`src/rtl/fetch_stage.sv`:
```
// Instruction-fetch stage: owns the PC, drives program memory and loads IF/ID.
// Redirects beat stalls; an illegal fetch address parks the stage in HALT.
module fetch_stage #(
  parameter int MEMORY_DEPTH = 2048,
  parameter int DATA_WIDTH = 32,
  parameter logic [DATA_WIDTH-1:0] TEXT_BASE = 32'h0040_0000
) (
  input  logic                  clk,
  input  logic                  reset,
  input  logic                  stall,
  input  logic                  flush,
  input  logic                  branch_taken,
  input  logic [DATA_WIDTH-1:0] branch_target,
  input  logic                  jump,
  input  logic [DATA_WIDTH-1:0] jump_target,
  input  logic                  jr,
  input  logic [DATA_WIDTH-1:0] jr_target,
  input  logic [DATA_WIDTH-1:0] instruction_i,
  output logic [DATA_WIDTH-1:0] pc_o,
  output logic [DATA_WIDTH-1:0] if_id_instruction,
  output logic [DATA_WIDTH-1:0] if_id_pc_plus4,
  output logic                  if_id_valid,
  output logic                  fetch_fault
);

  typedef enum logic {RUN, HALT} state_t;

  localparam logic [DATA_WIDTH-1:0] LIMIT =
    DATA_WIDTH'(4 * MEMORY_DEPTH);

  state_t                state;
  logic                  redirect;
  logic                  legal;
  logic [DATA_WIDTH-1:0] target;
  logic [DATA_WIDTH-1:0] pc_plus4;
  logic [DATA_WIDTH-1:0] offset;

  assign redirect = jr | jump | branch_taken;
  assign pc_plus4 = pc_o + DATA_WIDTH'(4);
  assign offset = pc_o - TEXT_BASE;
  assign legal = (pc_o[1:0] == 2'b00) && (offset < LIMIT);

  // jr outranks jump, which outranks branch
  always_comb begin
    target = branch_target;
    if (jump) target = jump_target;
    if (jr) target = jr_target;
  end

  always_ff @(posedge clk or posedge reset) begin
    if (reset) begin
      state             <= RUN;
      pc_o              <= TEXT_BASE;
      if_id_instruction <= '0;
      if_id_pc_plus4    <= '0;
      if_id_valid       <= 1'b0;
      fetch_fault       <= 1'b0;
    end else begin
      unique case (state)
        RUN: begin
          if (redirect) begin
            pc_o              <= target;
            if_id_instruction <= '0;
            if_id_pc_plus4    <= '0;
            if_id_valid       <= 1'b0;
          end else if (!legal) begin
            state             <= HALT;
            fetch_fault       <= 1'b1;
            if_id_instruction <= '0;
            if_id_pc_plus4    <= '0;
            if_id_valid       <= 1'b0;
          end else if (stall) begin
            if (flush) begin
              if_id_instruction <= '0;
              if_id_pc_plus4    <= '0;
              if_id_valid       <= 1'b0;
            end
          end else if (flush) begin
            pc_o              <= pc_plus4;
            if_id_instruction <= '0;
            if_id_pc_plus4    <= '0;
            if_id_valid       <= 1'b0;
          end else begin
            pc_o              <= pc_plus4;
            if_id_instruction <= instruction_i;
            if_id_pc_plus4    <= pc_plus4;
            if_id_valid       <= 1'b1;
          end
        end
        HALT: begin
          fetch_fault       <= 1'b1;
          if_id_instruction <= '0;
          if_id_pc_plus4    <= '0;
          if_id_valid       <= 1'b0;
        end
      endcase
    end
  end

endmodule

```
`config.mk`:
```
export PLATFORM = sky130hd
export DESIGN_NAME = fetch_stage
export DESIGN_NICKNAME = d
export VERILOG_FILES = /design/src/rtl/fetch_stage.sv
export SDC_FILE = /design/constraint.sdc
export NUM_CORES = 1
export LEC_CHECK = 0
export ABC_CLOCK_PERIOD_IN_PS = 3600
export CAP_MARGIN = 15
export CORE_ASPECT_RATIO = 0.9
export CORE_MARGIN = 8
export CORE_UTILIZATION = 50
export DETAILED_ROUTE_END_ITERATION = 8
export DONT_BUFFER_PORTS = 1
export GPL_ROUTABILITY_DRIVEN = 0
export PLACE_DENSITY = 0.75
export SLEW_MARGIN = 10
export SYNTH_ARGS = -nofsm -noshare
export SYNTH_HDL_FRONTEND = slang
export SYNTH_SLANG_ARGS = --single-unit
```
`constraint.sdc`:
```
create_clock -name clk -period 3.6 [get_ports clk]
set_input_delay 0.54 -clock clk [delete_from_list [all_inputs] [get_ports clk]]
set_output_delay 0.54 -clock clk [all_outputs]
set_load 0.02 [all_outputs]
```
; After elaboration in Yosys (flattened, before gate mapping)
; Cells that the tools add are included.
[word_totals]
reg_bits = 99
inputBits = 135
out_inout_bits = 98
elab_cells = 49
[op_classes]
add_sub_neg = 2
order_cmp = 1
eq_ne = 4
muxes = 28
bitwise = 3
reduce_logical = 5
[ops]
columns = operator, count
row1 = $mux W32, 14
row2 = $pmux W32 S2, 2
row3 = $add A32 B3 Y32 const B, 1
row4 = $lt A32 B14 Y1 const B, 1
row5 = $sub A32 B23 Y32 const B, 1
row6 = $mux W1, 10
row7 = $ne A5 B5 Y1 const B, 1
row8 = $ne A2 B2 Y1 const B, 2
row9 = $pmux W1 S2, 2
row10 = $reduce_and A3 Y1, 1
row11 = $logic_not A2 Y1, 1
row12 = $ne A2 B1 Y1 const B, 1
row13 = $or A1 B1 Y1, 2
row14 = $reduce_and A2 Y1, 1
row15 = $reduce_bool A2 Y1, 1
row16 = $logic_and A1 B1 Y1, 1
row17 = $not A1 Y1, 1

; Depth between registers and ports, before layout
; Gate-level depths: netlist of run 1.
[depth]
word_depth = 6
mapped_depth = 7
depth_no_buf = 5

; Least setup slack after synthesis of run 1
; OpenSTA, ideal clock, no wires.
[synth_timing]
path_kind = flip-flop to flip-flop
from = reg pc_o[28]
to = reg pc_o[13]
setup_ns = 0.125
t_arrival_ns = 2.048
t_required_ns = 3.475
path_slack_ns = 1.427
path_stages_with_launch = 7
n_path_buf = 2
synth_period_minus_slack_ns = 2.173
path_cell_list = dfrtp_1 -> or4_4 -> nor4_4 -> a21o_1 -> buf_6 -> buf_12 -> mux2_4
[synth_via]
elab_chain_cells = 5
[synth_rtl]
columns = element, line_no
row1 = start: declaration, 19  ; output logic [DATA_WIDTH-1:0] pc_o,
row2 = start signal: assignment, 62  ; pc_o <= target;
row3 = start signal: assignment, 79  ; pc_o <= pc_plus4;
row4 = start signal: assignment, 84  ; pc_o <= pc_plus4;
row5 = $sub A32 B23 Y32, 40  ; assign offset = pc_o - TEXT_BASE;
row6 = $lt A32 B14 Y1, 41  ; assign legal = (pc_o[1:0] == 2'b00) && (offset < LIMIT);
row7 = $logic_and A1 B1 Y1, 41
row8 = $reduce_bool A2 Y1 (no line), -
row9 = $reduce_and A3 Y1 (no line), -
; No other way between the ends.
; A chain may end at the register's enable or synchronous reset.

; Worst setup path in the final report of run 1
[layout_timing]
from = reg pc_o[14]
to = reg pc_o[30]
[layout_via]
elab_chain_cells = 5
word_cells_on_any_way = 9
classes_between = 2 x add/sub / 1 x order compare / 3 x mux / 3 x reduce/logical
[layout_rtl]
columns = element, line_no
row1 = $sub A32 B23 Y32, 40
row2 = $lt A32 B14 Y1, 41
row3 = $logic_and A1 B1 Y1, 41
row4 = $reduce_bool A2 Y1 (no line), -
row5 = $reduce_and A3 Y1 (no line), -
; Several ways; a longest one is shown, not always the timed one. The select of a mux whose other input is x is not followed.

==> flow_results.org, run 1 <==
** Outcome
- The run finished with clean final reports.

** Synth
- Instance count of the mapped netlist :: 489
- In the synthesized netlist, the cells that appear most often are sky130_fd_sc_hd__dfrtp_1, sky130_fd_sc_hd__nor2_1, sky130_fd_sc_hd__nand2_1.
- Warning count from the yosys run :: 0
- Mapped Nets :: 625
- After synthesis the netlist holds a flip-flop and latch count of 99.
- Syn avg cell area :: 10.27 sq um
- Of all cell types, the one taking the most synthesized area is sky130_fd_sc_hd__dfrtp_1.
- Ys async rst share :: 1.000
- The most used flip-flop cell after synthesis is sky130_fd_sc_hd__dfrtp_1.
- After synthesis, the netlist uses 67 different library cells.
- Post-synth EDFFs :: 0
- Area share of the leading cell type in the synthesized netlist :: 0.4883
- The cell area that synthesis handed to floorplanning was 0.005022 sq mm.
- Library cell with the highest instance count after synthesis :: sky130_fd_sc_hd__dfrtp_1
- Of the synthesized area, sequential elements account for 0.4935.
- In the post-synthesis netlist, the biggest area contributors are sky130_fd_sc_hd__dfrtp_1, sky130_fd_sc_hd__mux2i_1, sky130_fd_sc_hd__nor2_1, sky130_fd_sc_hd__a22oi_1, sky130_fd_sc_hd__and3_1.

** Worst setup path
- STA classifies the critical path endpoint as a flop.
- Cell-by-cell trace of the critical path :: nor4_1 -> and4_1 -> a21o_1 -> buf_4 -> mux2_2
- Critical Path Max Stage Delay :: 0.53 ns
- For the worst setup path, the data required time is 3.86 ns.
- Worst-path fanout max :: 20
- Together, buffers and inverters on the worst path number 1.
- Arrival time worst endpoint :: 2.93 ns
- The critical path is of the reg -> reg type.
- The kind of cell with the highest combined delay along the critical path is simple AND/OR/NAND/NOR gates.
- STA classifies the critical path startpoint as a flop.
- Among all stages on the critical path, the largest delay is contributed by sky130_fd_sc_hd__nor4_1.

** Final layout
- At the end of the flow, the number of nets in the layout was 604.
- Number of antenna diodes :: 0
- Finished Layout Cells :: 599
- Relative to the synthesized area, the layout overhead comes to 5.306%.
- Of the cells placed in the final design, the portion with a size suffix greater than 1 is 0.1036.

** Placed design
- Detailed placement finished with a half-perimeter wire length of 10900 um.
- Buffers placed on the I/O ports in this run total 0.
- Cell total after placement :: 583

** CTS
- After clock tree synthesis, the clock-pin slew on the worst setup and hold paths is 0.11 ns.
- Post-CTS timing repair inserted 0 buffers for setup.
- Worst-skew pair later-pin latency :: 0.37 ns
- CTS root buffer :: sky130_fd_sc_hd__clkbuf_8
- Resize count post-CTS :: 0
- Maximum level of the CTS H-tree :: 3
- In this run the deepest clock path goes through 2 buffers.
- Clock tree from TritonCTS :: built
- Cts-stage hold buffer count :: 0
- The clock drives 99 sinks.
- Clock buffer count from CTS :: 9

** Drt
- Detailed-route vias per instance :: 6.381
- Post-Route WL :: 14650 um
- DRC violations left :: 0
- Vias after detailed routing :: 3822
- In this run the remaining antenna-violating nets after routing total 0.
- Per-cell routed wire length :: 24.46 um
- After the first detailed-routing iteration, the DRC count stood at 223.
- Number of search-and-repair iterations in the first detailed-routing pass :: 5

** Floorplanning
- The die covers 0.01351 sq mm.
- The floorplan step set the die height to 111.1 um.
- After floorplanning, the core was divided into 34 placement rows.
- CORE AREA :: 0.009742 sq mm
- Horizontal die dimension :: 121.6 um
- The initial utilization of the core area, before any placement, comes to 0.5155.
- For this design the top-level I/O count stands at 233.

** Timing
- Hold is met by 0.1061 ns.
- Final critical delay including setup and external delays :: 2.674 ns
- Setup repair after global routing missed its margin :: false
- Setup violations remaining at the end of the flow were counted as 0.
- The final count of hold timing violations was 0.
- Between clock sinks in the finished design, the worst skew comes to 0.008963 ns.
- Headroom to the max-slew limit came out at 0.5957.
- Crit share post-route :: 0.7427
- For the final routed database, the setup TNS stands at 0 ns.
- Timing would allow up to 374.0 MHz.
- For the pin with the worst max-slew slack, the measured transition is 0.6065 ns.
- The number of pins with negative max-slew slack in the final report was 0.

** Power
- The analysis attributes to cell leakage a power of 2.370 nW.
- Summing internal, switching and leakage power gives 3.020 mW.
- VDD sags by at most 0.0002893 V.
- Dividing total power by cell area gives a power density of 570.9 mW/mm^2.

** Global routing
- The first global-routing pass estimated 22530 um of wire.
- GRT Overall Usage :: 0.2119
- Antenna violations before repair :: 0
- Largest net degree at the start of global routing :: 69
- Overall overflow remaining after global route :: 0
- Vias in the first global route :: 3894

** Flow run
- Max-cap violations in this run came to 0.

** Worst hold path
- Classification of the worst-slack hold path :: in -> async
-- worst paths after layout --
kind                                   startpoint                     to  slack [ns]  cells after the start
max in group asynchronous                   reset               pc_o[22]        2.69                      2
worst min register to register        if_id_valid            if_id_valid        0.63                      1
worst max-delay path                     pc_o[14]               pc_o[30]        0.93                      5
worst max register to register           pc_o[14]               pc_o[30]        0.93                      5
min in group clk                instruction_i[13]  if_id_instruction[13]        0.32                      2
worst min-delay path                        reset  if_id_instruction[31]        0.11                      1
-- power breakdown --
part	internal [mW]	switching [mW]	leakage [nW]	total [mW]
registers	1.26	0.451	1.31	1.71
logic	0.257	0.222	0.945	0.479
clock network	0.406	0.425	0.118	0.831
total	1.92	1.10	2.37	3.02
-- final cells by class --
class / instances / area, sq um
inverter: 9 / 36.28
fill: 857 / 4453
timing repair buffer: 6 / 45.04
clock buffer: 9 / 123.9
tap: 126 / 157.7
sequential: 99 / 2479
multi-input combinational: 343 / 2338
clock inverter: 7 / 108.9
-- sequential cells by signal (all words and copies together), names as in the netlist --
name / flops
if_id_instruction: 32
pc_o: 32
fetch_fault: 1
if_id_valid: 1
state: 1
if_id_pc_plus4: 32
-- worst register-to-register path, stage by stage (launching register included) --
cell	delay, ns
sky130_fd_sc_hd__dfrtp_1	0.51
sky130_fd_sc_hd__nor4_1	0.53
sky130_fd_sc_hd__and4_1	0.46
sky130_fd_sc_hd__a21o_1	0.30
sky130_fd_sc_hd__buf_4	0.36
sky130_fd_sc_hd__mux2_2	0.39
-- through the flow --
| stage | utilization | area, sq um | worst slack, ns |
|---|---|---|---|
| finish | 0.5429 | 5289 | 0.9262 |
| global route | 0.5429 | 5289 | 0.8627 |
| CTS | 0.5429 | 5289 | 0.9799 |
| detailed placement | 0.5190 | 5056 | 1.034 |
| global placement | 0.5190 | 5056 | 1.094 |
| floorplan | - | 5022 | 0.4712 |
-- cell families (layout without fill, tap and decap cells) --
logic type               after synthesis  after routing  share of synthesized area
XOR/XNOR                              10             10                    0.01744
AO/OA/AOI/OAI                        106            106                     0.1525
adder cells (fa/ha/maj)                1              1                   0.002491
multiplexers                          52             52                     0.1151
buffers and inverters                 47             31                    0.04135
flip-flops                            99             99                     0.4935
AND/OR/NAND/NOR                      174            174                     0.1776
-- per-layer routing --
metal,track usage,share of wire
met1,0.2423,0.38
met2,0.3570,0.50
met3,0.07994,0.098
met4,0.06409,0.016
met5,0,0
-- cell usage in the layout, fill, tap and decap left out, types with 7 or more instances in the layout --
master and count:
sky130_fd_sc_hd__mux2i_1 36, sky130_fd_sc_hd__o21ai_0 20, sky130_fd_sc_hd__a211oi_1 7, sky130_fd_sc_hd__clkbuf_8 9, sky130_fd_sc_hd__and3_1 24, sky130_fd_sc_hd__a22oi_1 22
sky130_fd_sc_hd__dfrtp_1 98, sky130_fd_sc_hd__nor2_1 56, sky130_fd_sc_hd__nand3_1 8, sky130_fd_sc_hd__nand2_1 37, sky130_fd_sc_hd__mux2_4 10, sky130_fd_sc_hd__inv_1 7
sky130_fd_sc_hd__a21oi_1 11, sky130_fd_sc_hd__xnor2_1 7
No activity file was read; power rests on OpenSTA's default activity.
==> run 2, diff against run 1 <==
--- a/config.mk
+++ b/config.mk
@@ -5,7 +5,8 @@
 export SDC_FILE = /design/constraint.sdc
 export NUM_CORES = 1
 export LEC_CHECK = 0
-export ABC_CLOCK_PERIOD_IN_PS = 3600
+export ABC_AREA = 1
+export ABC_CLOCK_PERIOD_IN_PS = 2800
 export CAP_MARGIN = 15
 export CORE_ASPECT_RATIO = 0.9
 export CORE_MARGIN = 8
==> constraint.sdc (replaced) <==
create_clock -name clk -period 2.8 [get_ports clk]
set_input_delay 0.42 -clock clk [delete_from_list [all_inputs] [get_ports clk]]
set_output_delay 0.42 -clock clk [all_outputs]
set_load 0.02 [all_outputs]
==> run 2 against run 1 <==
  * Flip-flop and latch count stayed put
  * Final area grew 7.7%
  * First-iteration DRC count up 45%
  * Sequential share of layout area down 3.4 points
  * Clock power grew 38%
  * Critical path type unchanged
  * Critical endpoint is now pc_o[7]
  * Largest cell class unchanged
  * Largest power group unchanged
==> flow_results.org, run 2 <==
** Worst setup path
- The worst setup path is launched from a flop.
- Required time of the worst setup path :: 3.07 ns
- Critical Path Max Stage Delay :: 0.65 ns
- Grouping stages by cell kind, the critical path spends the most delay in simple AND/OR/NAND/NOR gates.
- The most numerous cell type found on the critical path is sky130_fd_sc_hd__nand2_1.
- Arrival time worst endpoint :: 2.62 ns
- Cell-by-cell trace of the critical path :: inv_2 -> nor2_1 -> nand4_1 -> nor2_1 -> nand2_1 -> nand2_2 -> nand2_2 -> inv_4 -> nand2_1 -> nand2_1
- Kind of critical path :: reg -> reg
- Counting both buffers and inverters, the worst setup path holds a total of 2.
- In this run the worst path has a maximum fanout of 31.
- Among all stages on the critical path, the largest delay is contributed by sky130_fd_sc_hd__dfstp_2.
- The worst setup path is captured at a flop.

** Synth
- Synthesis inferred 99 register bits.
- sky130_fd_sc_hd__nand2_1 is the most common cell in the netlist.
- Each instance of the synthesized netlist takes up on average 7.559 sq um.
- The biggest area contributor in the post-synthesis netlist is sky130_fd_sc_hd__dfrtp_1.
- Of the synthesized area, sequential elements account for 0.4529.
- Post-synth EDFFs :: 0
- Number of different library cells in the post-synthesis netlist :: 31
- Most instantiated cells after synthesis :: sky130_fd_sc_hd__nand2_1, sky130_fd_sc_hd__dfrtp_1, sky130_fd_sc_hd__nand3_1
- Area share of the leading cell type in the synthesized netlist :: 0.4481
- Summing every instance area after synthesis gives 0.005473 sq mm.
- Warning count from the yosys run :: 0
- Synthesis produced a netlist with a net count of 860.
- For this run, asynchronously set or reset flops after synthesis account for 1.000.
- In the synthesized netlist, the number of instances is 724.
- Ranking of synthesized cells by area :: sky130_fd_sc_hd__dfrtp_1, sky130_fd_sc_hd__nand2_1, sky130_fd_sc_hd__nand3_1, sky130_fd_sc_hd__nand4_1, sky130_fd_sc_hd__inv_1
- The most used flip-flop cell after synthesis is sky130_fd_sc_hd__dfrtp_1.

** Timing
- Derived from the worst setup path, the maximum achievable clock frequency is 426.3 MHz.
- After layout, the minimum clock period comes to 2.346 ns.
- Worst relative slew slack :: 0.3088
- Dividing the final minimum period by the clock period gives 0.8378.
- The tightest hold path in the finished design has a slack of 0.1841 ns.
- Final max-slew violation count :: 0
- Setup repair after global routing left no endpoint under its margin.
- Total negative slack :: 0 ns
- The final count of hold timing violations is 0.
- Setup violations remaining at the end of the flow were counted as 0.
- Post-Route Skew :: 0.01028 ns
- Worst Max-Slew Pin Slew :: 1.035 ns
- Setup slack closes at 0.4541 ns.

** CTS
- In this run the number of H-tree levels came out at 3.
- The number of gates resized after CTS was 0.
- Bufs on Longest Clock Path :: 2
- Clock-pin slew was measured on the worst setup and hold paths at 0.07 ns.
- Worst-skew pair later-pin latency :: 0.34 ns
- Cts-stage hold buffer count :: 0
- Clock sink total :: 99
- Clock tree synthesis inserted a total of 9 buffers.
- Post-CTS Setup Inserts :: 0
- The tree is rooted in a sky130_fd_sc_hd__clkbuf_16.
- TritonCTS built the clock tree.

** Drt
- The first detailed-routing pass ran for 5 iterations.
- After detailed routing, the total wire length is 15640 um.
- Per-cell routed wire length :: 18.80 um
- For this block, the initial DRC count from the detailed router was 324.
- The detail route stage leaves a number of antenna-violating nets equal to 0.
- In the routed design, unresolved DRC markers number 0.
- Vias after detailed routing :: 4701
- Detailed-route vias per instance :: 5.650

** Final layout
- The repair_antennas step left the layout with diodes totalling 0.
- Leaving out fill and tap cells, the most frequent cell in the layout is sky130_fd_sc_hd__nand2_1.
- The final layout contains 830 nets.
- Summing all non-filler instances in the final layout gives an area of 0.005698 sq mm.
- In the final layout, the share of cells above drive strength 1 is 0.07010.
- The largest registers in the layout are if_id_instruction (32), if_id_pc_plus4 (32), pc_o (32).
- The area growth from synthesis to layout is 4.115%.
- Commonest non-fill, non-tap cells in the layout :: sky130_fd_sc_hd__nand2_1, sky130_fd_sc_hd__dfrtp_1, sky130_fd_sc_hd__nand3_1, sky130_fd_sc_hd__inv_1, sky130_fd_sc_hd__nand4_1

** Placed design
- Input and output buffers added on the ports amount to 0.
- Placed wire-length estimate after detailed placement :: 11980 um
- Cell Area, Placed :: 0.005419 sq mm
- Timing analysis after detailed placement gives a worst setup slack of 0.4253 ns.

** Global routing
- Met3 usage in global routing :: 0.07186
- Largest net degree at the start of global routing :: 93
- Wire length of the first global-routing pass :: 25260 um
- The via count of the first global-routing pass came to 4740.
- Global routing's busiest layer :: met2
- For this run, global-route usage on met2 was measured as 0.3614.
- For this run, global-route usage on met1 was measured as 0.2635.
- In the global route stage, overall resource usage came out at 0.2165.
- Overall overflow remaining after global route :: 0
- The number of antenna violations at the first check in global routing was 0.

** Floorplanning
- Initial core utilization :: 0.5084
- The floorplan step defined a die boundary enclosing 0.01455 sq mm.
- CORE AREA :: 0.01077 sq mm
- Placement Rows :: 36
- Vertical die dimension :: 115.3 um
- Pin placement for this block handled 233 I/O pins.
- Horizontal die dimension :: 126.3 um

** Outcome
- Run status :: finished, final reports clean

** Power
- Of the total power, the share spent switching nets is 0.3859.
- The internal portion of the total power is 2.507 mW.
- The share of total power dissipated in sequential elements is 0.549.
- Clock network fraction of design power :: 0.282
- The share of total power dissipated in combinational logic is 0.170.
- Summed over all nets, the switching power comes to 1.576 mW.
- Maximum VDD drop :: 0.0002645 V
- Static leakage power :: 2.839 nW
- Cell area power density :: 716.6 mW/mm^2

** Worst hold path
- The tightest min-delay check is of the in -> async type.

** Flow run
- Reported max-cap violation count :: 0
[run 2: cell count changes after synthesis, sizes merged, moves of 11 or more]
cell,previous run,this run
nand2,37,242
nand3,9,100
inv,8,71
nand4,5,49
mux2i,36,0
and3,24,0
a22oi,22,0
buf,9,30
o211ai,3,21
mux2,16,0
nor2,56,44
clkbuf,29,18
[run 2: path summary, 6_finish.rpt]
check                                  startpoint               endpoint  slack, ns  depth (start not counted)
worst max-delay path                     pc_o[22]                pc_o[7]       0.45                         10
worst min-delay path                        reset      if_id_pc_plus4[9]       0.18                          1
worst max register to register           pc_o[22]                pc_o[7]       0.45                         10
worst min register to register           pc_o[22]               pc_o[22]       0.57                          2
max in group asynchronous                   reset               pc_o[22]       1.76                          2
min in group clk                instruction_i[27]  if_id_instruction[27]       0.24                          2
[run 2: layout make-up]
| class | count | area, sq um |
|---|---|---|
| Fill cell | 1015 | 5067 |
| Sequential cell | 99 | 2479 |
| Multi-Input combinational cell | 506 | 2411 |
| Inverter | 71 | 272.8 |
| Clock buffer | 10 | 229.0 |
| Tap cell | 133 | 166.4 |
| Timing Repair Buffer | 7 | 90.09 |
| Clock inverter | 6 | 50.05 |
[run 2: kinds of logic after synthesis]
group / synth area share
AND/OR/NAND/NOR: 0.3624
buffers and inverters: 0.1075
flip-flops: 0.4529
AO/OA/AOI/OAI: 0.06218
XOR/XNOR: 0.01280
adder cells (fa/ha/maj): 0.002286
[run 2: per-layer routing]
layer,share of wire,vias up
met3,0.090,18
li1,-,2294
met4,0.014,0
met2,0.48,230
met5,0,-
met1,0.42,2159
[run 2: per-stage QoR]
step	utilization	power, mW	cells
2_1_floorplan	-	2.705	724
3_3_place_gp	0.5034	2.950	816
3_5_place_dp	0.5034	2.971	816
4_1_cts	0.5293	4.130	832
5_1_grt	0.5293	4.345	832
6_report	0.5293	4.083	832
[run 2: power by group through the flow]
| stage | clock (mW) | combinational (mW) | sequential [mW] |
|---|---|---|---|
| 2_1_floorplan | 0 | 0.568 | 2.14 |
| 3_3_place_gp | 0 | 0.680 | 2.27 |
| 3_5_place_dp | 0 | 0.694 | 2.28 |
| 4_1_cts | 1.18 | 0.695 | 2.25 |
| 5_1_grt | 1.25 | 0.822 | 2.28 |
| 6_report | 1.15 | 0.693 | 2.24 |
